--- src/rtl/serial_pkg.sv ---
// Types and constants shared by the serial transmitter, the complementer and their benches.
package serial_pkg;

    typedef enum logic {
        IDLE  = 1'b0,
        SHIFT = 1'b1
    } tx_state_t;

    localparam int SER_WIDTH_DEFAULT = 8;

endpackage

--- src/rtl/word_hold_buf.sv ---
// Single-entry word buffer: valid/ready on the write side, a take strobe on the read side.
module word_hold_buf #(
    parameter int WIDTH = 8
) (
    input  logic             clk,
    input  logic             rst_n,
    input  logic [WIDTH-1:0] in_data,
    input  logic             in_valid,
    output logic             in_ready,
    input  logic             take,
    output logic [WIDTH-1:0] hold_data,
    output logic             hold_full
);

    logic [WIDTH-1:0] data_q, data_d;
    logic             full_q, full_d;

    // A take is only issued while full and an accept only while empty, so they never coincide.
    always_comb begin
        data_d = data_q;
        full_d = full_q;
        if (in_valid && !full_q) begin
            data_d = in_data;
            full_d = 1'b1;
        end else if (take && full_q) begin
            full_d = 1'b0;
        end
    end

    always_ff @(posedge clk or negedge rst_n) begin
        if (!rst_n) begin
            data_q <= '0;
            full_q <= 1'b0;
        end else begin
            data_q <= data_d;
            full_q <= full_d;
        end
    end

    assign in_ready  = !full_q;
    assign hold_data = data_q;
    assign hold_full = full_q;

endmodule

--- src/rtl/serial_word_tx.sv ---
// Parallel-to-serial word transmitter, LSB first, with a word-start strobe aligned to bit 0.
//
// state | meaning
// IDLE  | no word on the serial line; ser_bit held at 0
// SHIFT | a word is on the line; cnt is the index of the bit currently on ser_bit
module serial_word_tx
    import serial_pkg::*;
#(
    parameter int WIDTH = SER_WIDTH_DEFAULT
) (
    input  logic             clk,
    input  logic             rst_n,
    input  logic [WIDTH-1:0] in_data,
    input  logic             in_valid,
    output logic             in_ready,
    output logic             ser_bit,
    output logic             ser_start,
    output logic             ser_active,
    output logic             word_done
);

    localparam int             CW   = (WIDTH > 1) ? $clog2(WIDTH) : 1;
    localparam logic [CW-1:0]  LAST = CW'(WIDTH - 1);

    tx_state_t        state_q, state_d;
    logic [WIDTH-1:0] sh_q, sh_d;
    logic [CW-1:0]    cnt_q, cnt_d;
    logic             bit_q, bit_d;
    logic             start_q, start_d;
    logic             active_q, active_d;
    logic             done_q, done_d;

    logic [WIDTH-1:0] hold_data;
    logic             hold_full;
    logic             last_bit;
    logic             load;

    word_hold_buf #(
        .WIDTH(WIDTH)
    ) u_hold (
        .clk       (clk),
        .rst_n     (rst_n),
        .in_data   (in_data),
        .in_valid  (in_valid),
        .in_ready  (in_ready),
        .take      (load),
        .hold_data (hold_data),
        .hold_full (hold_full)
    );

    assign last_bit = (cnt_q == LAST);
    // Loading on the last-bit edge is what keeps back-to-back words gap-free.
    assign load     = hold_full && ((state_q == IDLE) || last_bit);

    always_comb begin
        state_d  = state_q;
        sh_d     = sh_q;
        cnt_d    = cnt_q;
        bit_d    = 1'b0;
        start_d  = 1'b0;
        active_d = 1'b0;
        done_d   = 1'b0;
        if (load) begin
            state_d  = SHIFT;
            sh_d     = hold_data;
            cnt_d    = '0;
            bit_d    = hold_data[0];
            start_d  = 1'b1;
            active_d = 1'b1;
        end else if (state_q == SHIFT) begin
            if (!last_bit) begin
                cnt_d    = cnt_q + 1'b1;
                sh_d     = sh_q >> 1;
                bit_d    = sh_q[1];
                active_d = 1'b1;
                done_d   = (cnt_d == LAST);
            end else begin
                state_d = IDLE;
                cnt_d   = '0;
            end
        end
    end

    always_ff @(posedge clk or negedge rst_n) begin
        if (!rst_n) begin
            state_q  <= IDLE;
            sh_q     <= '0;
            cnt_q    <= '0;
            bit_q    <= 1'b0;
            start_q  <= 1'b0;
            active_q <= 1'b0;
            done_q   <= 1'b0;
        end else begin
            state_q  <= state_d;
            sh_q     <= sh_d;
            cnt_q    <= cnt_d;
            bit_q    <= bit_d;
            start_q  <= start_d;
            active_q <= active_d;
            done_q   <= done_d;
        end
    end

    assign ser_bit    = bit_q;
    assign ser_start  = start_q;
    assign ser_active = active_q;
    assign word_done  = done_q;

endmodule

--- config.mk ---
export PLATFORM = sky130hd
export DESIGN_NAME = serial_word_tx
export DESIGN_NICKNAME = d
export VERILOG_FILES = /design/src/rtl/serial_pkg.sv /design/src/rtl/word_hold_buf.sv /design/src/rtl/serial_word_tx.sv
export SDC_FILE = /design/constraint.sdc
export NUM_CORES = 1
export LEC_CHECK = 0
export ABC_AREA = 1
export CAP_MARGIN = 20
export CELL_PAD_IN_SITES_DETAIL_PLACEMENT = 0
export CELL_PAD_IN_SITES_GLOBAL_PLACEMENT = 1
export CORE_MARGIN = 1
export CORE_UTILIZATION = 40
export CTS_BUF_LIST = sky130_fd_sc_hd__clkbuf_16
export DETAILED_ROUTE_END_ITERATION = 10
export GPL_ROUTABILITY_DRIVEN = 1
export PLACE_DENSITY_LB_ADDON = 0.3
export SETUP_SLACK_MARGIN = 0.15
export SLEW_MARGIN = 10
export SYNTH_ARGS = -nofsm -noshare
export SYNTH_HDL_FRONTEND = slang
export SYNTH_HIERARCHICAL = 1
export SYNTH_SLANG_ARGS = --single-unit
export TNS_END_PERCENT = 20
--- constraint.sdc ---
create_clock -name clk -period 2.8 [get_ports clk]
set_clock_uncertainty 0.2 [all_clocks]
set_input_delay 0.56 -clock clk [delete_from_list [all_inputs] [get_ports clk]]
set_output_delay 0.56 -clock clk [all_outputs]
set_load 0.02 [all_outputs]
After elaboration in Yosys (flattened, before gate mapping)
Cells that the tools add are included.
{"block": "word_totals", "wordCells": 39, "ff_bits": 24, "inputBits": 11, "output_inout_bits": 5}
{"block": "classes", "mux": 18, "n_bitwise": 1, "addsub": 1, "eq_ne": 3, "reduce_logical": 8}
{"cell": "$mux 8", "count": 3}
{"cell": "$mux 1", "count": 12}
{"cell": "$mux 3", "count": 3}
{"cell": "$eq 3x3->1 const B", "count": 2}
{"cell": "$reduce_bool 2->1", "count": 2}
{"cell": "$add 3x1->3 const B", "count": 1}
{"cell": "$logic_and 1x1->1", "count": 3}
{"cell": "$ne 2x1->1 const B", "count": 1}
{"cell": "$reduce_and 2->1", "count": 1}
{"cell": "$logic_not 1->1", "count": 1}
{"cell": "$logic_or 1x1->1", "count": 1}
{"cell": "$not 1->1", "count": 1}

Depth between registers and ports, before layout
{"block": "depth", "ltp_word": 6, "ltp_mapped": 7, "depth_no_buf": 7}

Modules after synthesis
Netlist, hierarchy kept.
{"module": "serial_word_tx", "area_per_inst_um2": 648.1, "cells_per_inst": 72, "seq_area_each_um2": 350.3, "instances": 1}
{"module": "word_hold_buf", "area_per_inst_um2": 371.6, "cells_per_inst": 38, "seq_area_each_um2": 225.2, "instances": 1}

Least setup slack after synthesis
No wires, ideal clock.
{"block": "synth_path", "path_kind": "register -> register", "startpoint": "register cnt_q[0]", "endpoint": "register sh_q[2]", "path_stages_with_launch": 8, "n_path_buf": 1, "period_less_slack_ns": 1.539, "path_slack_ns": 1.261, "required_time_ns": 2.476, "setup_ns": 0.124, "arrival_ns": 1.214, "cell_sequence": "dfrtp_1 > ha_1 > ha_1 > inv_1 > nand2_2 > buf_6 > nand3_1 > nand3_1"}
{"block": "synth_via", "elab_chain_len": 5, "word_cells_on_any_way": 7, "classes_between": "eq/ne (2); mux (1); reduce/logical (4)"}
{"item": "start, declared", "line_no": "serial_word_tx.sv:27", "text": "logic [CW-1:0] cnt_q, cnt_d;"}
{"item": "start signal, assigned", "line_no": "serial_word_tx.sv:96", "text": "cnt_q <= cnt_d;"}
{"item": "$eq 3x3->1 (*)", "line_no": "serial_word_tx.sv:51", "text": "assign last_bit = (cnt_q == LAST);"}
{"item": "$logic_or 1x1->1", "line_no": "serial_word_tx.sv:53", "text": "assign load = hold_full && ((state_q == IDLE) || last_bit);"}
{"item": "$logic_and 1x1->1", "line_no": "serial_word_tx.sv:53"}
{"item": "$ne 2x1->1 (no line) or $reduce_bool 2->1 (tied branches)"}
{"item": "$reduce_and 2->1 (no line)"}
{"item": "end signal, assigned", "line_no": "serial_word_tx.sv:87", "text": "sh_q <= '0;"}
{"item": "end signal, assigned", "line_no": "serial_word_tx.sv:95", "text": "sh_q <= sh_d;"}
{"item": "end, declared", "line_no": "serial_word_tx.sv:26", "text": "logic [WIDTH-1:0] sh_q, sh_d;"}
Mark *: on every way between the ends. The rest lies on a longest branch, timed or not.
A chain may end at the register's enable or synchronous reset.

Worst setup path in the final report
{"block": "layout_path", "startpoint": "register u_hold.full_q, in the netlist u_hold/hold_full", "endpoint": "output in_ready"}
{"block": "layout_via", "elab_chain_len": 1}
{"item": "start, declared", "line_no": "word_hold_buf.sv:16", "text": "logic full_q, full_d;"}
{"item": "start signal, assigned", "line_no": "word_hold_buf.sv:36", "text": "full_q <= full_d;"}
{"item": "$logic_not 1->1", "line_no": "word_hold_buf.sv:40", "text": "assign in_ready = !full_q;"}
{"item": "end, declared", "line_no": "serial_word_tx.sv:15", "text": "output logic in_ready,"}
Every way passes these cells.

==> impl_metrics.tcl <==
set metrics [dict create \
    synth_area_sq_um 1020 \
    yosys_warnings 6 \
    grt_usage_pct 16.6 \
    crit_buf_inv 2 \
    setup_ws_ns 0.409 \
    vias_per_cell 4.92 \
    fp.dieW_um 52.5 \
    final_cell_mix "nand2_1, nand3_1, dfrtp_1, clkdlybuf4s50_1, inv_1" \
    maxCapViolations 0 \
    reg2regPathDepth 7 \
    ys_seq_area_share_pct 56.4 \
    cts_made_buffers 3 \
    clock-root-buffer "clkbuf_16" \
    worst-setup-path-type "reg2out" \
    clock_latency_ns 0.26 \
    powerDensity_nw_per_um2 1030 \
    mostFrequentLayoutCell "nand2_1" \
    grt_max_degree 24 \
    syn_inst 110 \
    ctsResizeCount 0 \
    cts.clk_slew.worst_paths_ns 0.06 \
    hold_path_depth 2 \
    outcome "complete, no violations" \
    holdBufCountCts 0 \
    min_path_type "reg2reg" \
    final_hold_viol_count 0 \
    cp-start-kind "flip-flop" \
    synth_area_per_cell_sq_um 9.27 \
    place_congestion 0.745 \
    drtIter0Drc 13 \
    leakage_nw 0.638 \
    synth_cell_types 13 \
    ys_ff_latch 23 \
    grt_pass1_vias 752 \
    slowest_delay_ns 0.64 \
    vias 758 \
    path_delay_family "buffers and inverters" \
    core_area_sq_um 2300 \
    grt_setup_unrepaired "false" \
    maxSlewHeadroom_pct 75.3 \
    finalNonFillerCells 154 \
    drt-wirelength-per-cell_um 11.1 \
    synth_area_leader_cell "dfrtp_1" \
    tightest_slew_ns 0.371 \
    dieArea_sq_um 2760 \
    top_level_ports 16 \
    synthTopCellsByArea "dfrtp_1, nand3_1, nand2_1" \
    finish.utilization_pct 54.2 \
    nets 141 \
    worstPathCellList "inv_2 -> clkdlybuf4s50_1" \
    grt_antenna_before_repair 0 \
    io_buffers 15 \
    gr-total-overflow 0 \
    antenna_cells 0 \
    syn_nets 124 \
    path_max_fanout 11 \
    rows 17 \
    die-height_um 52.5 \
    antenna_left 0 \
    hpwl_um 1280 \
    synth_top_area_share_pct 56.4 \
    worstSetupPathDepth 2 \
    initial_core_util_pct 44.4 \
    grt_pass1_wl_um 3170 \
    tritoncts "built" \
    pre_cts_slack_ns 0.674 \
    dpl_cell_area_sq_um 1170 \
    drv_slew 0 \
    finish.instance_area_sq_um 1250 \
    post_cts_buffers 0 \
    finalCritPeriodShare_pct 85.4 \
    critical_path_required_ns 2.04 \
    worstPathArrival_ns 1.63 \
    vdd_drop_max_mv 0.661 \
    clockBufferDepth 2 \
    h-tree-depth 1 \
    finalSetupViolCount 0 \
    routed_wl_um 1720 \
    fmax_mhz 418 \
    tns_ns 0 \
    slowest_stage "clkdlybuf4s50_1" \
    drc 0 \
    cp-end-kind "primary output" \
    dp.cells 150 \
    numClockSinks 23 \
    drive_gt1_share_pct 8.73 \
    area_growth_pct 22.2 \
    period_minus_slack_ns 2.39 \
    drt_pre_antenna_iters 4 \
]
power breakdown:
group | internal, W | total, W | switching (W)
clock | 0.000190 | 0.000302 | 0.000112
combinational | 0.000172 | 0.000428 | 0.000256
sequential | 0.000462 | 0.000553 | 0.0000908
Yosys cell counts:
library cell	n
inv_1	7
nor2_2	2
nor2_1	3
ha_1	3
nand2_2	1
nand2_1	34
buf_6	4
nand2_4	1
o21ai_2	2
nand3_1	28
dfrtp_1	23
o21ai_1	1
inv_2	1
registers in the layout (all words and copies together) (netlist names):
| signal | flops |
|---|---|
| sh_q | 7 |
| word_done | 1 |
| u_hold/hold_data | 8 |
| ser_active | 1 |
| u_hold/hold_full | 1 |
| cnt_q | 3 |
| ser_start | 1 |
| ser_bit | 1 |
layout make-up:
type / instances / area, sq um
Clock buffer: 3 / 75.1
Clock inverter: 1 / 3.75
Fill cell: 217 / 1050
Inverter: 8 / 30.0
Multi-Input combinational cell: 75 / 369
Sequential cell: 23 / 576
Tap cell: 28 / 35.0
Timing Repair Buffer: 16 / 158
cells by family after synthesis:
family	Yosys count	share of synthesized area [%]
AND/OR/NAND/NOR	69	30.3
buffers and inverters	12	7.36
AO/OA/AOI/OAI	3	2.21
adder cells (fa/ha/maj)	3	3.68
flip-flops	23	56.4
path summary, 6_finish.rpt:
path	start	slack, ns	endpoint
max	u_hold/hold_full	0.41	in_ready
min	u_hold/hold_data[0]	0.27	u_hold/hold_data[0]
max reg2reg	cnt_q[0]	0.99	u_hold/hold_full
min reg2reg	u_hold/hold_data[0]	0.27	u_hold/hold_data[0]
max in group asynchronous	rst_n	1.73	ser_start
min in group asynchronous	rst_n	0.45	sh_q[5]
metrics by stage:
stage	hold WS [ns]	power, W
floorplan	0.0644	0.000889
global route	0.294	0.00139
detailed placement	0.258	0.000995
CTS	0.273	0.00130
global placement	0.257	0.000978
finish	0.270	0.00128
metal layers:
layer  GRT usage, %  share of wire, %  up-vias
met2           25.3                45       19
met3           4.35               4.5        5
met5              0                 0        -
li1               -                 -      385
met1           20.1                47      349
met4           11.8               2.9        0
worst reg2reg max path, cell delays in order, from the launching register on:
cell,delay (ns)
dfrtp_1,0.42
ha_1,0.22
ha_1,0.21
inv_1,0.08
nand2_2,0.19
nand2_1,0.21
inv_1,0.09
o21ai_2,0.13
No activity file was read; power rests on OpenSTA's default activity.
